**config.mk**
```make
export PLATFORM = sky130hd
export DESIGN_NAME = btn_conditioner
export DESIGN_NICKNAME = d
export VERILOG_FILES = /design/src/rtl/btn_conditioner.sv
export SDC_FILE = /design/constraint.sdc
export NUM_CORES = 1
export LEC_CHECK = 0
export BUFFER_PORTS_ARGS = -buffer_cell sky130_fd_sc_hd__buf_2
export CAP_MARGIN = 0
export CORE_MARGIN = 3
export CORE_UTILIZATION = 53
export CTS_CLUSTER_SIZE = 24
export DETAILED_ROUTE_END_ITERATION = 10
export HOLD_SLACK_MARGIN = 0.02
export PLACE_DENSITY_LB_ADDON = 0.15
export SLEW_MARGIN = 15
export SYNTH_ARGS = -nofsm -noshare
export SYNTH_HDL_FRONTEND = slang
export SYNTH_SLANG_ARGS = --single-unit
```
**constraint.sdc**
```tcl
create_clock -name clk -period 4.6 [get_ports clk]
set_input_delay 0.69 -clock clk [delete_from_list [all_inputs] [get_ports clk]]
set_output_delay 0.69 -clock clk [all_outputs]
set_load 0.02 [all_outputs]
```
**src/rtl/btn_conditioner.sv**
```systemverilog
// btn_conditioner: five-channel push-button front end for the tile-sort game.
// Each channel is synchronised (2 FFs), debounced with a run-length counter and
// turned into one-cycle press/release pulses. All outputs are registered.
// Optional feature: define BTN_REPEAT_EN to compile in per-channel auto-repeat
// of btn_press while a button is held. Without it, no repeat counters exist.
module btn_conditioner #(
  parameter int N_BTN           = 5,
  parameter int DEBOUNCE_CYCLES = 1000000,
  parameter int REPEAT_DELAY    = 25000000,
  parameter int REPEAT_RATE     = 10000000
) (
  input  logic             clk,
  input  logic             rst,
  input  logic [N_BTN-1:0] btn_in,
  output logic [N_BTN-1:0] btn_level,
  output logic [N_BTN-1:0] btn_press,
  output logic [N_BTN-1:0] btn_release
);

  localparam int            CW     = $clog2(DEBOUNCE_CYCLES);
  localparam logic [CW-1:0] CNT_TC = CW'(DEBOUNCE_CYCLES - 1);

  // Reject parameter sets the counters cannot represent.
  if (DEBOUNCE_CYCLES < 2 || REPEAT_DELAY < 2 || REPEAT_RATE < 1 ||
      REPEAT_RATE > REPEAT_DELAY) begin : g_param_check
    $error("btn_conditioner: illegal timing parameters");
  end

  logic [N_BTN-1:0] sync1_q, sync2_q;
  logic [N_BTN-1:0] level_q, level_d;
  logic [N_BTN-1:0] press_q, press_d;
  logic [N_BTN-1:0] release_q, release_d;
  logic [N_BTN-1:0] rpt_fire;
  logic [CW-1:0]    cnt_q [N_BTN];
  logic [CW-1:0]    cnt_d [N_BTN];

  // Two-flop synchroniser; sync2_q is the only view of btn_in downstream.
  always_ff @(posedge clk) begin
    if (rst) begin
      sync1_q <= '0;
      sync2_q <= '0;
    end else begin
      sync1_q <= btn_in;
      sync2_q <= sync1_q;
    end
  end

  // Debounce: count consecutive disagreeing cycles, flip level at terminal count.
  always_comb begin
    level_d = level_q;
    for (int i = 0; i < N_BTN; i++) begin
      cnt_d[i] = '0;
      if (sync2_q[i] != level_q[i]) begin
        if (cnt_q[i] == CNT_TC) begin
          level_d[i] = sync2_q[i];
        end else begin
          cnt_d[i] = cnt_q[i] + CW'(1);
        end
      end
    end
  end

  // Debounce state registers.
  always_ff @(posedge clk) begin
    if (rst) begin
      level_q <= '0;
      for (int i = 0; i < N_BTN; i++) cnt_q[i] <= '0;
    end else begin
      level_q <= level_d;
      for (int i = 0; i < N_BTN; i++) cnt_q[i] <= cnt_d[i];
    end
  end

`ifdef BTN_REPEAT_EN
  localparam int            RW         = $clog2(REPEAT_DELAY);
  localparam logic [RW-1:0] RPT_TC     = RW'(REPEAT_DELAY - 1);
  // After a repeat the counter restarts here so the next one lands REPEAT_RATE later.
  localparam logic [RW-1:0] RPT_RELOAD = RW'(REPEAT_DELAY - REPEAT_RATE);

  logic [RW-1:0] rpt_q [N_BTN];
  logic [RW-1:0] rpt_d [N_BTN];

  // Repeat counter runs only while the level stays high; cleared on press and release.
  always_comb begin
    rpt_fire = '0;
    for (int i = 0; i < N_BTN; i++) begin
      rpt_d[i] = '0;
      if (level_q[i] && level_d[i]) begin
        if (rpt_q[i] == RPT_TC) begin
          rpt_fire[i] = 1'b1;
          rpt_d[i]    = RPT_RELOAD;
        end else begin
          rpt_d[i] = rpt_q[i] + RW'(1);
        end
      end
    end
  end

  // Repeat counter registers.
  always_ff @(posedge clk) begin
    if (rst) begin
      for (int i = 0; i < N_BTN; i++) rpt_q[i] <= '0;
    end else begin
      for (int i = 0; i < N_BTN; i++) rpt_q[i] <= rpt_d[i];
    end
  end
`else
  // No auto-repeat: press pulses come only from debounced rising edges.
  always_comb begin
    rpt_fire = '0;
  end
`endif

  // Edge detection on the debounced level, merged with repeat pulses.
  always_comb begin
    press_d   = (level_d & ~level_q) | rpt_fire;
    release_d = level_q & ~level_d;
  end

  // Output pulse registers.
  always_ff @(posedge clk) begin
    if (rst) begin
      press_q   <= '0;
      release_q <= '0;
    end else begin
      press_q   <= press_d;
      release_q <= release_d;
    end
  end

  assign btn_level   = level_q;
  assign btn_press   = press_q;
  assign btn_release = release_q;

endmodule
```
==> flow_summary.toml <==
[status]
status = "finished, final reports clean"

[sta]
hold_violations = 0
hold_slack_ns = 0.402
slew-limit-headroom_pct = 64.7
max_freq_mhz = 475
finalCritPeriodShare_pct = 45.7
setup_violations = 0
fin_crit_ns = 2.10
finClkSkew_ns = 0.00448
rsz0062_at_grt = "no"
tightestPinTransition_ns = 0.529
finalMaxSlewViolations = 0
setup-tns-final_ns = 0

[logic_synthesis]
yosys.area.top_type = "dfxtp_1"
synth-edff-count = 0
synth_area_mm2 = 0.00539
ys_types = 41
synth_fa_ha_area_share_pct = 1.16
synth_compound_area_share_pct = 9.03
ys.flop_type = "dfxtp_1"
synth_nets = 627
yosysTopAreaCellShare_pct = 46.4
muxShareOfSynthArea_pct = 0
synthXorXnorAreaFrac_pct = 9.10
ys_async_sr_fraction_pct = 0
synth_top_family_by_area = "simple AND/OR/NAND/NOR gates"
synth_cells = 615
avgSynthCellArea_um2 = 8.76
synthSimpleGateAreaFrac_pct = 31.3
synth_seq_cells = 125
synth_area_leaders = "dfxtp_1 (46%), nor2_1 (4.9%), xnor2_1 (4.6%)"
synth_seq_area_share_pct = 46.4
yosysWarnings = 0

[worst_setup_path]
r2r_end = "cnt_q[0][44]"
critPathCaptureType = "flip-flop"
worstPathRequired_ns = 4.98
rrSetupSlack_ns = 2.50
setup.worst_path.class = "flip-flop to flip-flop"
reg2regPathDepth = 4
cp-start-kind = "flip-flop"
critPathCapture = "cnt_q[0][44]"
critPathMaxFanout = 19
arrival_ns = 2.48
reg2reg_from = "cnt_q[0][50]"
crit_start = "cnt_q[0][50]"

[clocking]
cts_buffer_depth = 2
cts_tree = "done"
cts_resized = 0
clkLatencyLatePin_ns = 0.51
numCtsBuffers = 17
post_cts_buffers = 0
cts_hold_buf = 0
cts_max_level = 4
clkTransAtPathRegs_ns = 0.06
cts_sinks = 125
cts_root_buf = "clkbuf_8"

[run]
cap_viol_max_count = 0

[min_path]
hold_path_depth = 2
hold_path_class = "input port to flip-flop"

[power_and_ir_drop]
powerDensity_mw_per_mm2 = 411
irDropWorstVdd_uv = 302
p_leak_nw = 1.94
power_mw = 2.57

[route]
drc = 0
drt_iter0_markers = 156
wirelength_um = 10300
post_drt_wl_per_cell_um = 13.1
via_count = 4364
viasPerCell = 5.55
postRouteAntennaNets = 0
firstDrtPassIters = 4

[placed_design]
place.gp.congestion = 0.835
portBuffers = 21
dp_hpwl_um = 6950

[floorplan]
num_rows = 36
core-area_mm2 = 0.00982
start_util_pct = 54.9
die_x_um = 107
die_area_mm2 = 0.0114
die_height_um = 107
pin_count = 22

[cells_and_area]
area_growth_pct = 16.1
final_util_pct = 63.7
nets = 652
nFillCells = 870
antenna_cells = 0
drive_above_1_share_pct = 10.4
seqCellArea_mm2 = 0.00250
multiInputGateArea_mm2 = 0.00273

[global_route]
gr-usage-all-layers_pct = 19.7
grt_overflow = 0
antenna_found_initial = 0
grt_max_degree = 31
grt_pass1_vias = 4147
grt_pass1_wl_um = 18300
[power breakdown]
part	internal, mW	switching [mW]
Clock	0.994	0.465
Combinational	0.00768	0.0148
Sequential	1.09	0.00322
[metal layers]
metal | track usage [%] | share of wire, % | vias to the layer above
met4 | 7.58 | 1.5 | 0
met3 | 6.14 | 3.7 | 16
li1 | - | - | 2237
met1 | 23.9 | 46 | 2029
met5 | 0 | 0 | -
met2 | 32.8 | 49 | 82
[per-stage QoR]
| step | instances | area [um^2] | worst slack (ns) |
|---|---|---|---|
| after CTS | 786 | 6260 | 2.46 |
| after global placement | 754 | 5600 | 2.50 |
| final | 786 | 6260 | 2.50 |
| after floorplan | 615 | 5390 | 2.65 |
| after global routing | 786 | 6260 | 2.33 |
| after detailed placement | 754 | 5600 | 2.48 |
[worst min path at each step]
stage	slack, ns	startpoint	endpoint
5_1_grt	0.38	btn_in[3]	sync1_q[3]
3_5_place_dp	0.43	sync1_q[3]	sync2_q[3]
6_report	0.40	btn_in[3]	sync1_q[3]
2_1_floorplan	0.41	sync1_q[0]	sync2_q[0]
4_1_cts	0.38	btn_in[3]	sync1_q[3]
3_3_place_gp	0.42	sync1_q[1]	sync2_q[1]
[sequential cells by signal (all words and copies together) (netlist names)]
signal / cells
btn_level: 5
btn_press: 5
btn_release: 5
cnt_q: 100
sync1_q: 5
sync2_q: 5
[synthesized netlist by cell type, types with 5 or more instances]
| library cell | count |
|---|---|
| a21oi_1 | 44 |
| nor4b_1 | 8 |
| o31ai_1 | 13 |
| nor4_1 | 8 |
| and4_1 | 7 |
| nand3_1 | 35 |
| ha_1 | 5 |
| xnor2_1 | 28 |
| xor2_1 | 28 |
| o21ai_0 | 26 |
| inv_1 | 18 |
| nor3_1 | 17 |
| or4_1 | 19 |
| dfxtp_1 | 125 |
| nor2_1 | 71 |
| nor2b_1 | 10 |
| and3_1 | 13 |
| and2_1 | 8 |
| nand4_1 | 21 |
| nand2b_1 | 6 |
| clkbuf_1 | 14 |
| or3_1 | 22 |
| nand2_1 | 36 |
[worst max-delay path: stages (launching register included)]
cell     delay (ns)
dfxtp_1        0.33
or4b_1         0.55
or4_4          0.57
o21ai_4        0.42
nor2_1         0.10
[layout make-up]
class	count	area share, %
Clock inverter	9	2.90
Inverter	18	1.08
Timing Repair Buffer	25	2.16
Multi-Input combinational cell	453	43.6
Sequential cell	125	40.0
Tap cell	133	2.66
Clock buffer	23	7.62
[cells by family after synthesis]
family / count (synthesis)
xor+xnor: 56
fa+ha+maj: 5
compound gates: 88
buf+inv: 37
simple gates: 304
flops: 125
[cells in the final DEF (no fill, tap or decap), drive strengths merged, types with 17 or more instances in the layout]
cell type,synthesis,final
nand2,36,36
xnor2,28,28
clkbuf,14,23
or4,20,20
buf,5,25
a21oi,44,44
xor2,28,28
inv,18,18
nand3,37,37
or3,22,22
dfxtp,125,125
nand4,21,21
nor2,71,71
o21ai,30,30
nor3,17,17
Power figures use the tool's default switching activity.
